===== src/rtl/resp_misr.sv =====
// Response compactor: folds accepted DUT responses into a MISR signature.
// After N_PATT accepts, the signature is compared against golden and the result is reported.
module resp_misr #(
  parameter int               WIDTH  = 2,
  parameter int               SIG_W  = 8,
  parameter logic [SIG_W-1:0] POLY   = 8'h1D,
  parameter logic [SIG_W-1:0] SEED   = 8'h00,
  parameter int               N_PATT = 4
) (
  input  logic             clk,
  input  logic             rst_n,
  input  logic             start_i,
  input  logic [WIDTH-1:0] resp_i,
  input  logic             resp_valid_i,
  output logic             resp_ready_o,
  input  logic [SIG_W-1:0] golden_i,
  output logic [SIG_W-1:0] sig_o,
  output logic [15:0]      count_o,
  output logic             busy_o,
  output logic             done_o,
  output logic             pass_o
);

  typedef enum logic [1:0] {
    ST_IDLE = 2'd0,
    ST_RUN  = 2'd1,
    ST_DONE = 2'd2
  } state_e;

  localparam logic [15:0] LAST_CNT = 16'(N_PATT - 1);

  // Shift left, fold the polynomial back in when the MSB falls out, then XOR the response in.
  function automatic logic [SIG_W-1:0] misr_step(input logic [SIG_W-1:0] s,
                                                 input logic [WIDTH-1:0] r);
    logic [SIG_W-1:0] fb;
    fb = s[SIG_W-1] ? POLY : {SIG_W{1'b0}};
    return {s[SIG_W-2:0], 1'b0} ^ fb ^ SIG_W'(r);
  endfunction

  state_e           state_q;
  logic [SIG_W-1:0] sig_q;
  logic [SIG_W-1:0] sig_d;
  logic [15:0]      count_q;
  logic             ready_q;
  logic             busy_q;
  logic             done_q;
  logic             pass_q;
  logic             accept_s;
  logic             last_s;

  // Next signature and handshake decode
  always_comb begin
    sig_d    = misr_step(sig_q, resp_i);
    accept_s = resp_valid_i & ready_q;
    if (count_q == LAST_CNT) begin
      last_s = 1'b1;
    end else begin
      last_s = 1'b0;
    end
  end

  // Control FSM with registered status outputs
  always_ff @(posedge clk or negedge rst_n) begin
    if (!rst_n) begin
      state_q <= ST_IDLE;
      sig_q   <= SEED;
      count_q <= 16'd0;
      ready_q <= 1'b0;
      busy_q  <= 1'b0;
      done_q  <= 1'b0;
      pass_q  <= 1'b0;
    end else begin
      case (state_q)
        ST_IDLE, ST_DONE: begin
          if (start_i) begin
            state_q <= ST_RUN;
            sig_q   <= SEED;
            count_q <= 16'd0;
            ready_q <= 1'b1;
            busy_q  <= 1'b1;
            done_q  <= 1'b0;
            pass_q  <= 1'b0;
          end
        end
        ST_RUN: begin
          if (accept_s) begin
            sig_q   <= sig_d;
            count_q <= count_q + 16'd1;
            // pass compares the value being written now, not the old signature
            if (last_s) begin
              state_q <= ST_DONE;
              ready_q <= 1'b0;
              busy_q  <= 1'b0;
              done_q  <= 1'b1;
              pass_q  <= (sig_d == golden_i);
            end
          end
        end
        default: begin
          state_q <= ST_IDLE;
          sig_q   <= SEED;
          count_q <= 16'd0;
          ready_q <= 1'b0;
          busy_q  <= 1'b0;
          done_q  <= 1'b0;
          pass_q  <= 1'b0;
        end
      endcase
    end
  end

  assign resp_ready_o = ready_q;
  assign sig_o        = sig_q;
  assign count_o      = count_q;
  assign busy_o       = busy_q;
  assign done_o       = done_q;
  assign pass_o       = pass_q;

endmodule


===== config.mk =====
export PLATFORM = sky130hd
export DESIGN_NAME = resp_misr
export DESIGN_NICKNAME = d
export VERILOG_FILES = /design/src/rtl/resp_misr.sv
export SDC_FILE = /design/constraint.sdc
export NUM_CORES = 1
export LEC_CHECK = 0
export BUFFER_PORTS_ARGS = -buffer_cell sky130_fd_sc_hd__buf_4
export CAP_MARGIN = 15
export CORE_UTILIZATION = 45
export DETAILED_ROUTE_END_ITERATION = 16
export MAX_ROUTING_LAYER = met4
export PLACE_DENSITY = 0.7
export SKIP_CTS_REPAIR_TIMING = 1
export SYNTH_ARGS = -nofsm -noshare
export SYNTH_HDL_FRONTEND = slang
export SYNTH_SLANG_ARGS = --single-unit

===== constraint.sdc =====
create_clock -name clk -period 2.2 [get_ports clk]
set_input_delay 0.22 -clock clk [delete_from_list [all_inputs] [get_ports clk]]
set_output_delay 0.22 -clock clk [all_outputs]
set_load 0.03 [all_outputs]

==> results by group <==
GRT
  • Global-route wire length before repair: 5660 um
  • All-Layer GR Usage: 0.217
  • Number of antenna violations at the first check in global routing: 0
  • Via count of the first global-routing pass: 1228
  • Overall overflow remaining after global route: 0
  • Pin count of the biggest net entering global routing: 29

Layout
  • Sequential cell area in the final layout: 701 um^2
  • Inserted Diodes: 0
  • Ratio of cells with drive above 1 in the final layout: 0.258
  • Final nets: 214
  • Combined area of the multi-input logic cells: 756 um^2
  • Final Cell Area: 1900 um^2
  • Total of fill cells in the finished design: 283
  • Layout area overhead: 24.3%

Synth
  • Library cell with the largest summed area after synthesis: sky130_fd_sc_hd__dfrtp_1
  • Synth area leaders: sky130_fd_sc_hd__dfrtp_1 46%, sky130_fd_sc_hd__o21ai_0 5.3%, sky130_fd_sc_hd__xnor2_1 5.2%
  • Synthesized area per cell: 9.65 um^2
  • Async set or reset register ratio after synthesis: 1.00
  • Leading cell types by count after synthesis: 28 x sky130_fd_sc_hd__dfrtp_1, 18 x sky130_fd_sc_hd__nand2_1, 16 x sky130_fd_sc_hd__o21ai_0, 11 x sky130_fd_sc_hd__a21oi_1, 9 x sky130_fd_sc_hd__xnor2_1
  • Number of nets in the synthesized netlist: 173
  • Syn Inst Count: 158
  • Yosys warning total: 0
  • Area share of the leading cell type in the synthesized netlist: 0.459
  • Count of state elements after synthesis: 28
  • Fraction of the yosys area taken by sequential cells: 0.459
  • Post-synth EDFFs: 0
  • Number of distinct standard cells referenced by the synthesized netlist: 37
  • Most used flip-flop cell after synthesis: sky130_fd_sc_hd__dfrtp_1
  • Library cell with the highest instance count after synthesis: sky130_fd_sc_hd__dfrtp_1
  • Total standard cell area after synthesis: 1530 um^2

Floorplanning
  • Io pins: 42
  • Die Footprint: 3630 um^2
  • Starting utilization of the core area: 0.488
  • Die Span Y: 60.2 um
  • Area of the core region: 3130 um^2
  • Die X: 60.2 um
  • Number of rows in the core area: 20

Placement
  • Quantity of I/O buffers inserted on ports: 41
  • DP Area: 1850 um^2
  • Final weighted congestion in routability-driven placement: 0.866
  • DP Worst Slack: 485 ps
  • Half-perimeter wire length after placement: 2480 um

Run status
  • Outcome: finished, final reports clean

Critical path
  • Worst Path Class, Setup: reg -> reg
  • Cell-by-cell trace of the critical path: and3_4 -> o2111ai_2 -> or4_1 -> a21oi_1
  • Critical path data required time: 2470 ps
  • Crit start category: flop
  • Max Fanout on Critical Path: 10
  • CP Data Arrival Time: 2030 ps
  • Cell family contributing the most delay on the critical path: simple AND/OR/NAND/NOR gates
  • Count of buffer and inverter cells on the critical path: 0
  • Slowest Stage Delay on Critical Path: 560 ps
  • Slowest stage cell, crit path: sky130_fd_sc_hd__or4_1
  • Endpoint class of the critical path: flop

Timing
  • Final worst-path cycle share: 0.799
  • Slew headroom: 0.729
  • Layout Skew: 3.55 ps
  • Number of failing hold endpoints at the final stage: 0
  • Least-Margin Pin Slew: 405 ps
  • Min Hold Slack: 149 ps
  • RSZ-0062 raised after global routing: false
  • Worst setup margin: 443 ps
  • Period minus WS final: 1760 ps
  • Peak clock frequency supported by timing: 0.569 GHz
  • Max-slew violation total from the final report: 0
  • Total of endpoints with negative setup slack in the final report: 0
  • Final total negative setup slack: 0 ps

Clock tree
  • TritonCTS clock tree: built
  • Clock insertion delay at the later pin of the skew report: 330 ps
  • Cell at the root of the clock tree: sky130_fd_sc_hd__clkbuf_4
  • Clock edge transition at the registers on the reported setup and hold paths: 160 ps
  • TritonCTS Buffers: 3
  • Clock sink count: 28
  • # H-tree levels: 1
  • CTS Buffer Depth: 2

Routing
  • Residual DRC: 0
  • Number of DRC markers after the initial detailed-route iteration: 74
  • ANT nets after route: 0
  • Number of vias per cell: 5.41
  • WL final: 3350 um
  • First-pass detailed-route iteration total: 4
  • Total via count after detailed routing: 1309
  • Post-DR wirelength/cell: 13.9 um

Run
  • Number of violations of the max-capacitance limit: 0

Power and ir drop
  • Static power due to leakage: 0.826 nW
  • Total power density per cell area: 963 nW/um^2
  • Worst IR drop on VDD: 0.571 mV

Min path
  • Type of the most critical hold path: in -> reg
## flip-flops by register name (all words and copies together), names as in the netlist
signal and cells:
busy_o 1, sig_o 8, state_q 2, pass_o 1
count_o 16
## logic make-up (layout without fill, tap and decap cells)
logic type | count (synthesis) | after routing | synth area share
simple gates | 58 | 58 | 0.212
xor+xnor | 16 | 16 | 0.0919
buf+inv | 13 | 53 | 0.0451
flops | 28 | 28 | 0.459
compound gates | 42 | 42 | 0.183
fa+ha+maj | 1 | 1 | 0.00820
## cell usage in the layout, fill, tap and decap left out, drive strengths merged
master,netlist,routed
dfrtp,28,28
ha,1,1
clkbuf,2,4
dlygate4sd3,0,1
o22ai,1,1
nor3b,1,1
nand2b,2,2
inv,6,6
and4,2,2
or4,4,4
o211ai,1,1
nor2,4,4
o21ai,16,16
a22o,3,3
o2bb2ai,2,2
o31ai,4,4
and2b,1,1
a21oi,11,11
or3,6,6
or2,1,1
nand4,4,4
o21a,2,2
nor4,4,4
o2111ai,2,2
buf,5,42
nor3,2,2
nand2,18,18
and2,4,4
xor2,7,7
xnor2,9,9
and3,1,1
nand3,4,4
## tightest hold or removal path, stage by stage
cell and delay [ps]:
sky130_fd_sc_hd__buf_4 90, sky130_fd_sc_hd__nand2b_1 90, sky130_fd_sc_hd__nand2_1 70
## metal layers
metal / GRT usage / vias to the layer above / routed length, um / part of all wire
met5: - / - / 0 / 0
met4: 0.0631 / 0 / 38 / 0.011
met3: 0.0281 / 5 / 143 / 0.043
met2: 0.331 / 37 / 1510 / 0.45
met1: 0.299 / 618 / 1660 / 0.49
li1: - / 649 / - / -
## final timing paths
check / start / endpoint / slack [ps] / depth (start not counted)
worst max-delay path: count_o[2]$_DFFE_PN0P_ / count_o[14]$_DFFE_PN0P_ / 440 / 4
worst min-delay path: start_i / state_q[0]$_DFFE_PN0P_ / 150 / 3
worst max register to register: count_o[2]$_DFFE_PN0P_ / count_o[14]$_DFFE_PN0P_ / 440 / 4
worst min register to register: pass_o$_DFFE_PN0P_ / pass_o$_DFFE_PN0P_ / 550 / 2
max in group asynchronous: rst_n / count_o[0]$_DFFE_PN0P_ / 1620 / 2
min in group asynchronous: rst_n / sig_o[5]$_DFFE_PN0P_ / 310 / 2
## stage by stage
| step | util | power, mW | cells |
|---|---|---|---|
| floorplan | - | 1.30 | 158 |
| global placement | 0.591 | 1.56 | 237 |
| detailed placement | 0.591 | 1.58 | 237 |
| CTS | 0.603 | 1.84 | 241 |
| global route | 0.606 | 1.96 | 242 |
| finish | 0.606 | 1.83 | 242 |
## final cells by class
class / count / area share
tap: 44 / 0.0290
clock buffer: 4 / 0.0191
timing repair buffer: 43 / 0.172
inverter: 6 / 0.0119
multi-input combinational: 117 / 0.399
sequential: 28 / 0.370
## report_power, final
part / switching, mW / total [mW] / internal [mW]
combinational: 0.503 / 0.817 / 0.314
sequential: 0.134 / 0.748 / 0.614
clock: 0.160 / 0.261 / 0.101
Note: power is estimated with default switching activity, not from simulation.
